[src/rtl/move_sched_pkg.sv]
// Shared definitions for the move scheduler: FSM encodings and the packed
// FIFO entry layout {dir, increment, incr_incr, duration}.
package move_sched_pkg;

    typedef enum logic {
        ST_IDLE = 1'b0,
        ST_RUN  = 1'b1
    } sched_state_t;

    localparam int DEF_INC_W = 64;
    localparam int DEF_DUR_W = 32;

    // Default-width view of one entry; field order matches the offset helpers.
    typedef struct packed {
        logic                 dir;
        logic [DEF_INC_W-1:0] increment;
        logic [DEF_INC_W-1:0] incr_incr;
        logic [DEF_DUR_W-1:0] duration;
    } move_entry_t;

    function automatic int entry_w(input int inc_w, input int dur_w);
        return 1 + 2 * inc_w + dur_w;
    endfunction

    function automatic int dur_lsb();
        return 0;
    endfunction

    function automatic int incr_incr_lsb(input int dur_w);
        return dur_w;
    endfunction

    function automatic int increment_lsb(input int inc_w, input int dur_w);
        return dur_w + inc_w;
    endfunction

    function automatic int dir_bit(input int inc_w, input int dur_w);
        return dur_w + 2 * inc_w;
    endfunction

    localparam int DEF_ENTRY_W = entry_w(DEF_INC_W, DEF_DUR_W);

endpackage

[src/rtl/move_fifo.sv]
// Synchronous FIFO of packed move entries; head is visible combinationally,
// occupancy counter decides full/empty so pointers can wrap freely.
module move_fifo #(
    parameter int DEPTH_BITS = 2,
    parameter int W          = 8
) (
    input  logic                  clk,
    input  logic                  reset,
    input  logic                  push,
    input  logic                  pop,
    input  logic                  flush,
    input  logic [W-1:0]          din,
    output logic [W-1:0]          dout,
    output logic [DEPTH_BITS:0]   count,
    output logic                  full,
    output logic                  empty
);
    localparam int DEPTH = 1 << DEPTH_BITS;

    logic [W-1:0]            mem [DEPTH];
    logic [DEPTH_BITS-1:0]   wr_ptr, rd_ptr;
    logic                    do_push, do_pop;

    assign full    = (count == (DEPTH_BITS+1)'(DEPTH));
    assign empty   = (count == '0);
    assign do_push = push && !full;
    assign do_pop  = pop && !empty;
    assign dout    = mem[rd_ptr];

    always_ff @(posedge clk or posedge reset) begin
        if (reset) begin
            wr_ptr <= '0;
            rd_ptr <= '0;
            count  <= '0;
        end else if (flush) begin
            wr_ptr <= '0;
            rd_ptr <= '0;
            count  <= '0;
        end else begin
            if (do_push) wr_ptr <= wr_ptr + DEPTH_BITS'(1);
            if (do_pop)  rd_ptr <= rd_ptr + DEPTH_BITS'(1);
            case ({do_push, do_pop})
                2'b10:   count <= count + (DEPTH_BITS+1)'(1);
                2'b01:   count <= count - (DEPTH_BITS+1)'(1);
                default: count <= count;
            endcase
        end
    end

    always_ff @(posedge clk) begin
        if (do_push && !flush) mem[wr_ptr] <= din;
    end

endmodule

[src/rtl/move_scheduler.sv]
// Queues motion segments and holds each on the DDA for its tick count.
// Define MOVE_SCHEDULER_HALT_EN to add the halt input (abort + flush).
module move_scheduler
    import move_sched_pkg::*;
#(
    parameter int DEPTH_BITS = 2,
    parameter int INC_W      = 64,
    parameter int DUR_W      = 32
) (
    input  logic                  CLK,
    input  logic                  reset,
    input  logic                  wr_valid,
    output logic                  wr_ready,
    input  logic                  wr_dir,
    input  logic [INC_W-1:0]      wr_increment,
    input  logic [INC_W-1:0]      wr_incr_incr,
    input  logic [DUR_W-1:0]      wr_duration,
    input  logic                  tick,
`ifdef MOVE_SCHEDULER_HALT_EN
    input  logic                  halt,
`endif
    output logic                  dda_load,
    output logic                  dda_run,
    output logic                  dda_dir,
    output logic [INC_W-1:0]      dda_increment,
    output logic [INC_W-1:0]      dda_incr_incr,
    output logic                  buffer_dtr,
    output logic                  move_done,
    output logic [DEPTH_BITS:0]   pending
);
    localparam int EW      = entry_w(INC_W, DUR_W);
    localparam int DUR_L   = dur_lsb();
    localparam int IINC_L  = incr_incr_lsb(DUR_W);
    localparam int INC_L   = increment_lsb(INC_W, DUR_W);
    localparam int DIR_B   = dir_bit(INC_W, DUR_W);

    logic          halt_i;
    logic          full, empty, push, pop, seg_end;
    logic [EW-1:0] head, wr_entry;
    logic [DUR_W-1:0] remaining;
    sched_state_t  state;

`ifdef MOVE_SCHEDULER_HALT_EN
    assign halt_i = halt;
`else
    assign halt_i = 1'b0;
`endif

    assign wr_ready   = !full && !halt_i;
    assign buffer_dtr = wr_ready;
    assign push       = wr_valid && wr_ready;
    assign wr_entry   = {wr_dir, wr_increment, wr_incr_incr, wr_duration};

    // Duration 0 and 1 both finish on the first tick.
    assign seg_end = (state == ST_RUN) && tick && (remaining <= DUR_W'(1));
    assign pop     = !halt_i && !empty && ((state == ST_IDLE) || seg_end);

    move_fifo #(
        .DEPTH_BITS (DEPTH_BITS),
        .W          (EW)
    ) u_fifo (
        .clk   (CLK),
        .reset (reset),
        .push  (push),
        .pop   (pop),
        .flush (halt_i),
        .din   (wr_entry),
        .dout  (head),
        .count (pending),
        .full  (full),
        .empty (empty)
    );

    always_ff @(posedge CLK or posedge reset) begin
        if (reset) begin
            state         <= ST_IDLE;
            remaining     <= '0;
            dda_load      <= 1'b0;
            dda_run       <= 1'b0;
            dda_dir       <= 1'b0;
            dda_increment <= '0;
            dda_incr_incr <= '0;
            move_done     <= 1'b0;
        end else begin
            dda_load  <= 1'b0;
            move_done <= 1'b0;
            if (halt_i) begin
                state     <= ST_IDLE;
                remaining <= '0;
                dda_run   <= 1'b0;
            end else begin
                if (seg_end) begin
                    move_done <= 1'b1;
                    if (empty) begin
                        state   <= ST_IDLE;
                        dda_run <= 1'b0;
                    end
                end else if (state == ST_RUN && tick) begin
                    remaining <= remaining - DUR_W'(1);
                end
                if (pop) begin
                    state         <= ST_RUN;
                    dda_load      <= 1'b1;
                    dda_run       <= 1'b1;
                    dda_dir       <= head[DIR_B];
                    dda_increment <= head[INC_L +: INC_W];
                    dda_incr_incr <= head[IINC_L +: INC_W];
                    remaining     <= head[DUR_L +: DUR_W];
                end
            end
        end
    end

endmodule

[config.mk]
export PLATFORM = sky130hd
export DESIGN_NAME = move_scheduler
export DESIGN_NICKNAME = d
export VERILOG_FILES = /design/src/rtl/move_sched_pkg.sv /design/src/rtl/move_fifo.sv /design/src/rtl/move_scheduler.sv
export SDC_FILE = /design/constraint.sdc
export NUM_CORES = 1
export LEC_CHECK = 0
export ABC_CLOCK_PERIOD_IN_PS = 8300
export CAP_MARGIN = 40
export CORE_AREA = 5 5 302 304
export DETAILED_ROUTE_END_ITERATION = 7
export DIE_AREA = 0 0 307 309
export HOLD_SLACK_MARGIN = 0.15
export PLACE_DENSITY = 0.63
export SLEW_MARGIN = 20
export SYNTH_ARGS = -nofsm -noshare
export SYNTH_HDL_FRONTEND = slang
export SYNTH_SLANG_ARGS = --single-unit
[constraint.sdc]
create_clock -name CLK -period 8.3 [get_ports CLK]
set_input_delay 1.66 -clock CLK [delete_from_list [all_inputs] [get_ports CLK]]
set_output_delay 1.66 -clock CLK [all_outputs]
set_load 0.05 [all_outputs]
== Yosys cells after proc, flatten, opt, wreduce, memory -nomap -nowiden ==
Memories as Yosys holds them, arrays and structs flattened.
Index checks and enable logic that the tools add are counted.
Widths: inputs -> output; s select.
Cells by class
  $add $sub $neg: 5
  magnitude comparators: 1
  equality and inequality tests: 4
  mux-type cells: 11
  bitwise operators: 1
  reduce and logical (&&, ||, !) cells: 16
Operator list (count)
  $mux 32: 3
  $le 32x1->1 const B: 1
  $sub 32x1->32 const B: 1
  $reduce_bool 2->1: 4
  $mux 1: 7
  $logic_and 1x1->1: 6
  $pmux 3 s2: 1
  $add 2x1->2 const B: 2
  $reduce_and 2->1: 2
  $add 3x1->3 const B: 1
  $eq 3x3->1 const B: 1
  $logic_not 3->1: 1
  $sub 3x1->3 const B: 1
  $eq 2x1->1 const B: 1
  $eq 2x2->1 const B: 1
  $logic_not 1->1: 2
  $ne 2x1->1 const B: 1
  $logic_or 1x1->1: 1
  $not 1->1: 1
Storage, ports and cells
  bits in registers: 171
  RAM bits: 644
  input bits: 165
  memories kept: 1
Memory list
  u_fifo.mem: words 4, width 161, read ports 1, clocked after memory_dff 0, wr ports 1, line move_fifo.sv:20  | logic [W-1:0] mem [DEPTH];

== Longest topological paths before layout ==
Gate-level depths: netlist of run 1.
  depth in word-level cells: 7
  depth in mapped cells: 14
  depth with buffers taken out: 12

== By module ==
From an unflattened synthesis of run 1, not the netlist that was laid out.
Unflattened totals
  cells, all modules: 1712
  area, all modules: 30793.3 sq um
Modules (own cells, without submodules)
  move_fifo: times used 1, cells an instance 906, area an instance 23739.0 sq um, sequential area each 19513.7 sq um
  move_scheduler: times used 1, cells an instance 806, area an instance 7054.3 sq um, sequential area each 4103.9 sq um

== Worst setup path before layout of run 1 ==
OpenSTA, ideal clock, no wires.
  kind: input to register
  start: in wr_valid
  end: mem u_fifo.mem[0][0] (netlist name), enable pin
  library setup time: 0.542 ns
  arrival time: 5.382 ns
  path slack: 2.376 ns
  stages on the path: 1
  path buffers: 0
  path through: and3_1
On the way
  word-level cells in the longest chain between the ends: 4
Ends and longest elaborated chain
  from (decl): line move_scheduler.sv:12  | input logic wr_valid,
  $logic_and 1x1->1: line move_scheduler.sv:51  | assign push = wr_valid && wr_ready;
  $logic_and 1x1->1: line move_fifo.sv:26  | assign do_push = push && !full;
  $mux 1: line move_fifo.sv:51  | if (do_push && !flush) mem[wr_ptr] <= din;
  $mux 1 (not written as such): line move_fifo.sv:51
  to (decl): line move_fifo.sv:20
No other way between the ends.

== Worst setup path after layout of run 1 ==
  start: in tick
  end: reg u_fifo.count[1]
On the way
  word-level cells in the longest chain between the ends: 7
  elaborated cells between the ends (all ways): 9
  those cells by class: eq/ne (2); mux (1); reduce/logical (6)
Ends and longest elaborated chain
  from (decl): line move_scheduler.sv:18  | input logic tick,
  $logic_and 1x1->1 (*) (2 in series): line move_scheduler.sv:55  | assign seg_end = (state == ST_RUN) && tick && (remaining <= DUR_W'(1));
  $logic_or 1x1->1 (*): line move_scheduler.sv:56  | assign pop = !halt_i && !empty && ((state == ST_IDLE) || seg_end);
  $logic_and 1x1->1 (*): line move_scheduler.sv:56
  $logic_and 1x1->1 (*): line move_fifo.sv:27  | assign do_pop = pop && !empty;
  $eq 2x1->1 / $eq 2x2->1 (equally long branches): line move_fifo.sv:42  | case ({do_push, do_pop})
  $pmux 3 s2 / $reduce_bool 2->1 (equally long branches)
  to (signal assigned): line move_fifo.sv:43  | 2'b10: count <= count + (DEPTH_BITS+1)'(1);
  to (signal assigned): line move_fifo.sv:44  | 2'b01: count <= count - (DEPTH_BITS+1)'(1);
  to (signal assigned): line move_fifo.sv:45  | default: count <= count;
  to (decl): line move_fifo.sv:14  | output logic [DEPTH_BITS:0] count,
Mark *: on every way between the ends. The rest lies on a longest branch, timed or not.
A chain may end at the register's enable or synchronous reset.

==> results.tsv, run 1 <==
metric	value	unit
status	finished, final reports clean	
grt_pass1_wl	109000	um
clock_latency	0.65	ns
cts_root_buffer	clkbuf_16	
io_buffers	301	
grt_overflow	0	
hold_viol_final	0	
num_rows	109	
crit_path_top_delay_cell	or4b_4	
grt_setup_unrepaired	false	
timing.rr.start	remaining[12]	
wl_per_cell	21.9	um
antenna_found_initial	16	
cp_slowest_stage_delay	0.60	ns
power	12.8	mW
period_share	60.4	%
cts_buffers	88	
min_to	dda_incr_incr[28]	
hpwlAfterDp	41600	um
synth_edf_count	644	
drive_gt1_share	17.0	%
syn_area	30500	um2
grt_pass1_vias	17800	
multiInputGateArea	6540	um2
skew	0.0208	ns
grt_max_degree	112	
synthMuxAreaShare	11.9	%
seq_area_frac_synth	77.4	%
synth_adder_area_share	0.353	%
ctsHoldBuffers	0	
synthTopCellsByArea	edfxtp_1, dfrtp_1, mux4_2	
maxSlewHeadroom	42.5	%
synth-xor-area-share	0.201	%
synth-simple-area-share	7.25	%
synthCells	1689	
grt_usage	15.1	%
dieWidth	307	um
reg2reg_to	u_fifo.count[1]	
synthFlopType	edfxtp_1	
synth_nets	1862	
cts_num_sinks	815	
ff2ff_path_depth	10	
start_util	34.7	%
area_growth	25.2	%
crit_type	input pin to register	
ctsResizeCount	0	
finalWeightedCongestion	0.795	
fill_cells	7706	
hold_path_class	register to register	
yosys_warnings	0	
core_area	88000	um2
powerDensity	335	nW/um2
clk_pin_slew	0.06	ns
seq_area	23600	um2
setup_viol	0	
peakVddDrop	0.215	mV
tritoncts	done	
dieArea	94900	um2
tns	0	ns
cts.path.max_buffers	3	
startpoint_type	input pin	
first_pass_iters	5	
synth_top_area_cell	edfxtp_1	
drc	0	
crit_family	buffers and inverters	
reg2reg_slack	4.12	ns
crit_chain	clkdlybuf4s50_1 -> o211ai_1 -> or4b_4 -> o31ai_4 -> buf_4 -> nand2_8 -> buf_16 -> inv_6 -> ha_1 -> fa_1 -> mux2_2	
cp_data_arrival_time	5.54	ns
wirelength	71900	um
chipHeight	309	um
drv_slew	0	
worst-path-buf-inv	4	
hold_depth	2	
fin_nets	2203	
post_cts_buffers	0	
synth_top_area_share	63.4	%
syn_avg_cell_area	18.1	um2
async_reset_ff_share	21.0	%
synth_top_family_by_area	multiplexers	
fin_crit	5.01	ns
synth.distinct_cells	58	
worstHoldStart	dda_incr_incr[28]	
ios	302	
end_kind	register	
worst_slew_pin_slew	0.863	ns
drt_iter0_markers	1015	
required	8.83	ns
htreeDepth	3	
ant_nets	0	
maxCapViolations	0	
vias	16200	
synth_compound_area_share	1.57	%
ys_ff_latch	815	
vias_per_cell	4.95	
max_freq	200	MHz
path_max_fanout	59	
p_leak	13.5	nW
-- Yosys cell counts (all sizes together), types with 4 or more instances --
library cell and number:
nand2 425, a21oi 13, clkbuf 32, buf 47, nand3 9, dfrtp 171
o21ai 18, xnor2 5, edfxtp 644, a211oi 9, nor2 35, mux4 161
nor4 7, ha 7, inv 13, and3 6, nand4 8, o22ai 4
o211ai 8, nor3 26
-- cell type report --
class / instances / area share (%)
Clock buffer: 112 / 6.29
Antenna cell: 8 / 0.0524
Tap cell: 1165 / 3.81
Multi-Input combinational cell: 782 / 17.1
Sequential cell: 815 / 61.8
Clock inverter: 54 / 1.56
Timing Repair Buffer: 330 / 9.22
Inverter: 13 / 0.160
-- through the flow --
step                area [um2]  hold WS [ns]  setup WS [ns]  utilization (%)  std cells
CTS                      38200         0.477           3.10             43.4       3269
floorplan                30500         0.472           2.01                -       1689
global placement         34900         0.460           2.40             39.6       3090
finish                   38200         0.472           3.29             43.5       3279
detailed placement       35200         0.462           2.40             40.0       3103
global route             38200         0.494           3.12             43.4       3274
-- worst register-to-register path, delay by kind of cell (launching register included) --
kind / cells / cell delay, ns
compound gates: 1 / 0.33
fa+ha+maj: 2 / 0.72
buf+inv: 3 / 1.12
flops: 1 / 0.45
mux: 1 / 0.26
simple gates: 3 / 1.19
-- layout by cell type, fill, tap and decap left out, types with 7 or more instances in the layout --
cell             Yosys  final
edfxtp_1           644    644
nor2_1              34     34
a21oi_1             13     13
buf_4                5      9
clkbuf_8             0      9
diode_2              0      8
clkbuf_16            0     89
a211oi_1             9      9
nor3_1              26     26
buf_12               0      9
mux4_2             161    161
o211ai_1             8      8
nand4_1              7      7
clkdlybuf4s50_1      0    301
nand3_1              9      9
clkbuf_1            32     14
dfrtp_1            171    169
bufinv_16            0     10
inv_1               12     11
buf_16               0      9
clkinv_2             0     23
inv_6                0      8
ha_1                 7      7
o21ai_0             16     16
nand2_1            424    424
-- state kept, by name (all words and copies together) (netlist names) --
signal and count:
u_fifo.mem 644, dda_incr_incr 64, dda_run 1, remaining 32
u_fifo.wr_ptr 2, u_fifo.rd_ptr 2, dda_dir 1, dda_increment 64
u_fifo.count 3, dda_load 1, move_done 1
-- routing by layer --
| layer | wire length [um] | share of wire, % | global-route usage, % |
|---|---|---|---|
| met5 | 99 | 0.14 | 0 |
| met4 | 2050 | 2.8 | 5.16 |
| met3 | 5170 | 7.2 | 4.34 |
| met2 | 36600 | 51 | 25.9 |
| met1 | 28000 | 39 | 18.4 |
-- kinds of logic (layout without fill, tap and decap cells) --
logic type,after synthesis,in the layout
AO/OA/AOI/OAI,71,71
XOR/XNOR,7,7
adder cells (fa/ha/maj),8,8
buffers and inverters,92,509
flip-flops,815,815
multiplexers,163,163
other,0,8
AND/OR/NAND/NOR,533,533
-- how the worst max path moves through the flow --
| stage | from | endpoint | slack [ns] | depth (start not counted) |
|---|---|---|---|---|
| 2_1_floorplan | reset | dda_dir | 2.01 | 1 |
| 3_3_place_gp | tick | u_fifo.count[1] | 2.40 | 10 |
| 3_5_place_dp | tick | u_fifo.count[1] | 2.40 | 10 |
| 4_1_cts | tick | u_fifo.count[1] | 3.10 | 10 |
| 5_1_grt | tick | u_fifo.count[1] | 3.12 | 11 |
| 6_report | tick | u_fifo.count[1] | 3.29 | 11 |
-- power by group --
group | switching (mW) | internal, mW | leakage, nW | total [mW]
clock | 1.62 | 2.38 | 1.49 | 4.00
sequential | 0.361 | 5.34 | 8.03 | 5.70
combinational | 1.85 | 1.24 | 3.95 | 3.09
total | 3.83 | 8.96 | 13.5 | 12.8
(Power assumes the default switching activity.)
==> run 2, diff against run 1 <==
ABC_CLOCK_PERIOD_IN_PS = 4700   (was 8300)
clock period = 4.7 ns   (was 8.3 ns; I/O delays follow)
==> run 2 against run 1 <==
Net effect:
- non-clock buffer count is the same
- clock power is 79% higher
- sequential share of layout area hardly changed
- register-to-register slack worse by 2.6 ns
- largest power group unchanged
- largest cell class unchanged
- first-iteration DRC count is 1.2% higher
- clock-buffer cell count up 14
- hold slack worse by 0.0012 ns
- critical path type is now register to primary output
- total power rose by 77%
- combinational power grew 76%
- routed wire length hardly changed
- die area did not move
- via count decreased by 0.33%
==> results.tsv, run 2 (same netlist as run 1, synthesis figures left out) <==
metric	value	unit	change
drc	0		unchanged
setup_ws	1.43	ns	was 3.29 ns
end_kind	primary output		was register
hold_depth	2		unchanged
reg2reg_slack	1.52	ns	was 4.12 ns
first_pass_iters	5		unchanged
vias	16200		about the same
drv_slew	0		unchanged
dp_slack	0.801	ns	was 2.40 ns
hold_viol_final	0		unchanged
dieArea	94900	um2	unchanged
ctsResizeCount	0		unchanged
top_register	u_fifo.mem		unchanged
clk_pin_slew	0.06	ns	about the same
fin_hold_ws	0.470	ns	was 0.472 ns
wirelength	71900	um	about the same
status	finished, final reports clean		unchanged
finalWeightedCongestion	0.851		was 0.795
tns	0	ns	unchanged
fin_crit	3.27	ns	
p_int	15.9	mW	was 8.96 mW
dp.cells	3105		was 3,103
cts_root_buffer	clkbuf_16		unchanged
wl_per_cell	21.9	um	about the same
peakVddDrop	0.410	mV	was 0.215 mV
maxSlewHeadroom	42.5	%	about the same
antenna_found_initial	13		was 16
path_max_fanout	7		was 59
min_to	dda_increment[13]		was dda_incr_incr[28]
dpl_cell_area	35100	um2	was 35,200 um2
power_frac_seq	44.4	%	was 44.6%
switchingPower	6.79	mW	was 3.83 mW
grt_pass1_vias	17600		was 17,800
skew	0.0323	ns	was 0.0208 ns
ff2ff_path_depth	8		was 10
final_cell_mix	edfxtp_1, nand2_1, clkdlybuf4s50_1, dfrtp_1, mux4_2		unchanged
pwr-share-comb	24.0	%	was 24.2%
setup_viol	0		unchanged
area_growth	25.2	%	about the same
final_util	43.4	%	was 43.5%
cp_data_arrival_time	2.33	ns	was 5.54 ns
fin_cells	3282		was 3,279
tritoncts	done		unchanged
worstHoldStart	dda_increment[13]		was dda_incr_incr[28]
required	3.76	ns	was 8.83 ns
htreeDepth	3		unchanged
p_leak	13.4	nW	was 13.5 nW
reg_top3	u_fifo.mem (644), dda_incr_incr (64), dda_increment (64)		unchanged
grt_max_degree	148		was 112
start_util	34.7	%	unchanged
max_freq	306	MHz	
period_share	69.6	%	
cts_num_sinks	815		unchanged
drive_gt1_share	16.8	%	was 17.0%
grt_pass1_wl	109000	um	about the same
maxCapViolations	0		unchanged
fin_nets	2205		was 2,203
num_rows	109		unchanged
cts_buffers	90		was 88
multiInputGateArea	6540	um2	unchanged
grt_overflow	0		unchanged
dieWidth	307	um	unchanged
reg2reg_to	u_fifo.count[1]		unchanged
grt_setup_unrepaired	false		unchanged
io_buffers	301		unchanged
powerDensity	593	nW/um2	was 335 nW/um2
power	22.7	mW	was 12.8 mW
core_area	88000	um2	unchanged
hpwlAfterDp	42000	um	was 41,600 um
crit_type	register to primary output		was input pin to register
vias_per_cell	4.93		was 4.95
ctsHoldBuffers	0		unchanged
seq_area	23600	um2	unchanged
ant_nets	0		unchanged
cts.path.max_buffers	3		unchanged
post_cts_buffers	0		unchanged
worst_slew_pin_slew	0.862	ns	was 0.863 ns
power.share.clock	31.6	%	was 31.2%
ios	302		unchanged
largest_reg_flops	644		unchanged
grt_usage	15.1	%	about the same
final_common_cell	edfxtp_1		unchanged
hold_path_class	register to register		unchanged
drt_iter0_markers	1027		was 1,015
fill_cells	7706		unchanged
timing.rr.start	remaining[19]		was remaining[12]
fin_area	38200	um2	about the same
switching_share	29.9	%	was 30.0%
clock_latency	0.64	ns	was 0.65 ns
startpoint_type	register		was input pin
chipHeight	309	um	unchanged
[run 2: cell types whose count changed in the layout (fill, tap and decap cells not counted), moves of 2 or more]
cell | before | now
clkbuf_8 | 9 | 14
clkbuf_16 | 89 | 92
clkinv_2 | 23 | 17
buf_12 | 9 | 16
buf_16 | 9 | 0
inv_6 | 8 | 3
bufinv_16 | 10 | 8
buf_4 | 9 | 13
clkinvlp_4 | 3 | 5
clkbuf_1 | 14 | 20
[run 2: final cells by class]
type | instances | share of cell area [%]
Timing Repair Buffer | 330 | 8.98
Sequential cell | 815 | 61.8
Inverter | 13 | 0.151
Clock inverter | 44 | 1.35
Tap cell | 1165 | 3.81
Antenna cell | 7 | 0.0458
Clock buffer | 126 | 6.72
Multi-Input combinational cell | 782 | 17.1
[run 2: power by group through the flow]
stage | Clock, mW | Combinational (mW) | Sequential, mW
final | 7.17 | 5.43 | 10.1
after global routing | 7.68 | 5.85 | 10.2
after CTS | 7.39 | 5.60 | 10.1
after detailed placement | 0 | 5.58 | 10.2
after global placement | 0 | 5.45 | 10.2
after floorplan | 0 | 2.59 | 11.1
[run 2: worst max-delay path by stage]
stage | depth (start not counted) | slack, ns | endpoint | start
final | 3 | 1.43 | wr_ready | u_fifo.count[0]
after global routing | 3 | 1.28 | wr_ready | u_fifo.count[0]
after CTS | 3 | 1.33 | wr_ready | u_fifo.count[0]
after detailed placement | 9 | 0.80 | u_fifo.count[1] | tick
after global placement | 9 | 0.83 | u_fifo.count[1] | tick
after floorplan | 3 | 0.91 | u_fifo.mem[0][0] | u_fifo.count[0]
[run 2: layer usage]
layer  global-route usage, %  up-vias  share of wire [%]
met5                       0        -               0.11
met4                    4.53       12                2.1
met3                    3.98      112                6.3
met2                    26.3      382                 51
met1                    18.7     8516                 40
li1                        -     7149                  -
[run 2: critical path, cell delays in order (launching register included)]
cell and delay (ns):
dfrtp_1 0.47, nor2_1 0.08, nand2_1 0.27, clkdlybuf4s50_1 0.88
==> run 3, diff against run 2 <==
ABC_CLOCK_PERIOD_IN_PS = 2700   (was 4700)
PLACE_DENSITY = 0.65   (was 0.63)
clock period = 2.7 ns   (was 4.7 ns; I/O delays follow)
==> run 3 against run 2 <==
Net effect:
- non-clock buffer count is 70 higher
- clock-buffer cell count is 14 lower
- sequential share of layout area decreased by 1.2 points
- largest cell class unchanged
- worst setup slack worse by 1.4 ns
- total power increased by 77%
==> results.tsv, run 3 (same netlist as run 1, synthesis figures left out) <==
metric	value	unit	change
status	finished, final reports clean		unchanged
fin_nets	2272		was 2,205
final_common_cell	edfxtp_1		unchanged
crit_type	register to register		was register to primary output
fin_cells	3338		was 3,282
area_growth	27.8	%	was 25.2%
clk_pin_slew	0.07	ns	was 0.06 ns
dp.cells	3175		was 3,105
setup_viol	0		unchanged
vias	16500		was 16,200
skew	0.0318	ns	was 0.0323 ns
grt_pass1_wl	110000	um	was 109,000 um
ios	302		unchanged
antenna_found_initial	10		was 13
htreeDepth	3		unchanged
fin_crit	2.65	ns	
dieArea	94900	um2	unchanged
fin_area	39000	um2	was 38,200 um2
num_rows	109		unchanged
drv_slew	0		unchanged
max_freq	378	MHz	
clock_latency	0.64	ns	about the same
io_buffers	301		unchanged
core_area	88000	um2	unchanged
hold_path_class	input pin to async pin		was register to register
drt_iter0_markers	1021		was 1,027
maxSlewHeadroom	53.6	%	was 42.5%
fin_hold_ws	0.243	ns	was 0.470 ns
start_util	34.7	%	unchanged
grt_overflow	0		unchanged
cp_data_arrival_time	3.16	ns	was 2.33 ns
final_cell_mix	edfxtp_1, nand2_1, clkdlybuf4s50_1, dfrtp_1, mux4_2		unchanged
required	3.21	ns	was 3.76 ns
grt_pass1_vias	17700		was 17,600
powerDensity	1030	nW/um2	was 593 nW/um2
dieWidth	307	um	unchanged
hpwlAfterDp	44200	um	was 42,000 um
maxCapViolations	0		unchanged
grt_setup_unrepaired	true		was false
wirelength	72200	um	was 71,900 um
cts_root_buffer	clkbuf_16		unchanged
finalWeightedCongestion	0.824		was 0.851
grt_max_degree	69		was 148
startpoint_type	register		unchanged
drc	0		unchanged
ant_nets	0		unchanged
reg_top3	u_fifo.mem (644), dda_incr_incr (64), dda_increment (64)		unchanged
dpl_cell_area	35900	um2	was 35,100 um2
vias_per_cell	4.93		about the same
grt_usage	15.1	%	about the same
drive_gt1_share	19.4	%	was 16.8%
path_max_fanout	3		was 7
ctsHoldBuffers	0		unchanged
cts.path.max_buffers	3		unchanged
largest_reg_flops	644		unchanged
end_kind	register		was primary output
wl_per_cell	21.6	um	was 21.9 um
p_leak	13.8	nW	was 13.4 nW
post_cts_buffers	0		unchanged
fill_cells	7590		was 7,706
cts_buffers	87		was 90
tritoncts	done		unchanged
period_share	98.0	%	
top_register	u_fifo.mem		unchanged
peakVddDrop	0.746	mV	was 0.410 mV
chipHeight	309	um	unchanged
hold_viol_final	0		unchanged
cts_num_sinks	815		unchanged
first_pass_iters	5		unchanged
worst_slew_pin_slew	0.694	ns	was 0.862 ns
ctsResizeCount	1		was 0
## run 3: power by group
part | leakage (nW) | switching (mW) | internal (mW)
clock | 1.48 | 4.96 | 7.64
sequential | 8.03 | 1.04 | 16.4
combinational | 4.33 | 5.86 | 4.14
total | 13.8 | 11.9 | 28.2
## run 3: per-layer routing
layer  global-route usage, %  up-vias  wire [um]
li1                        -     7279          -
met1                    19.4     8541      29200
met2                    25.8      514      36600
met3                    4.35      104       5190
met4                    3.42       14       1110
met5                       0        -         87
## run 3: worst max-delay path, stage by stage (launching register included)
cell and delay [ns]:
dfrtp_1 0.42, inv_2 0.10, ha_4 0.13, o211ai_1 0.11, or4b_4 0.53, o31ai_4 0.30
nand2_8 0.09, inv_6 0.07, ha_4 0.13, fa_1 0.38, mux2_4 0.27
## run 3: final cells by class
cell class / instances / area (um2) / share of cell area [%]
multi-input combinational: 782 / 6570 / 16.9
inverter: 13 / 57.6 / 0.148
clock inverter: 50 / 728 / 1.87
sequential: 815 / 23600 / 60.6
timing repair buffer: 400 / 4210 / 10.8
clock buffer: 112 / 2340 / 6.01
tap: 1165 / 1460 / 3.74
antenna: 1 / 2.50 / 0.00642
## run 3: worst paths after layout
path / from / endpoint / slack (ns) / cells past startpoint
max: remaining[0] / u_fifo.count[1] / 0.05 / 10
max in group asynchronous: reset / dda_run / 1.77 / 3
min reg2reg: dda_increment[42] / dda_increment[42] / 0.47 / 2
max reg2reg: remaining[0] / u_fifo.count[1] / 0.05 / 10
min in group CLK: dda_increment[42] / dda_increment[42] / 0.47 / 2
min: reset / dda_incr_incr[44] / 0.24 / 2
## run 3: stage by stage
step	util, %	setup TNS (ns)	worst slack, ns	total power [mW]
after global placement	40.8	-63.94	-0.543	27.7
final	44.3	0	0.0532	40.0
after CTS	44.3	0	0.00543	40.7
after detailed placement	40.8	-60.28	-0.488	27.9
after global routing	44.3	-0.0126	-0.0126	41.9
after floorplan	-	-70.02	-0.224	23.8
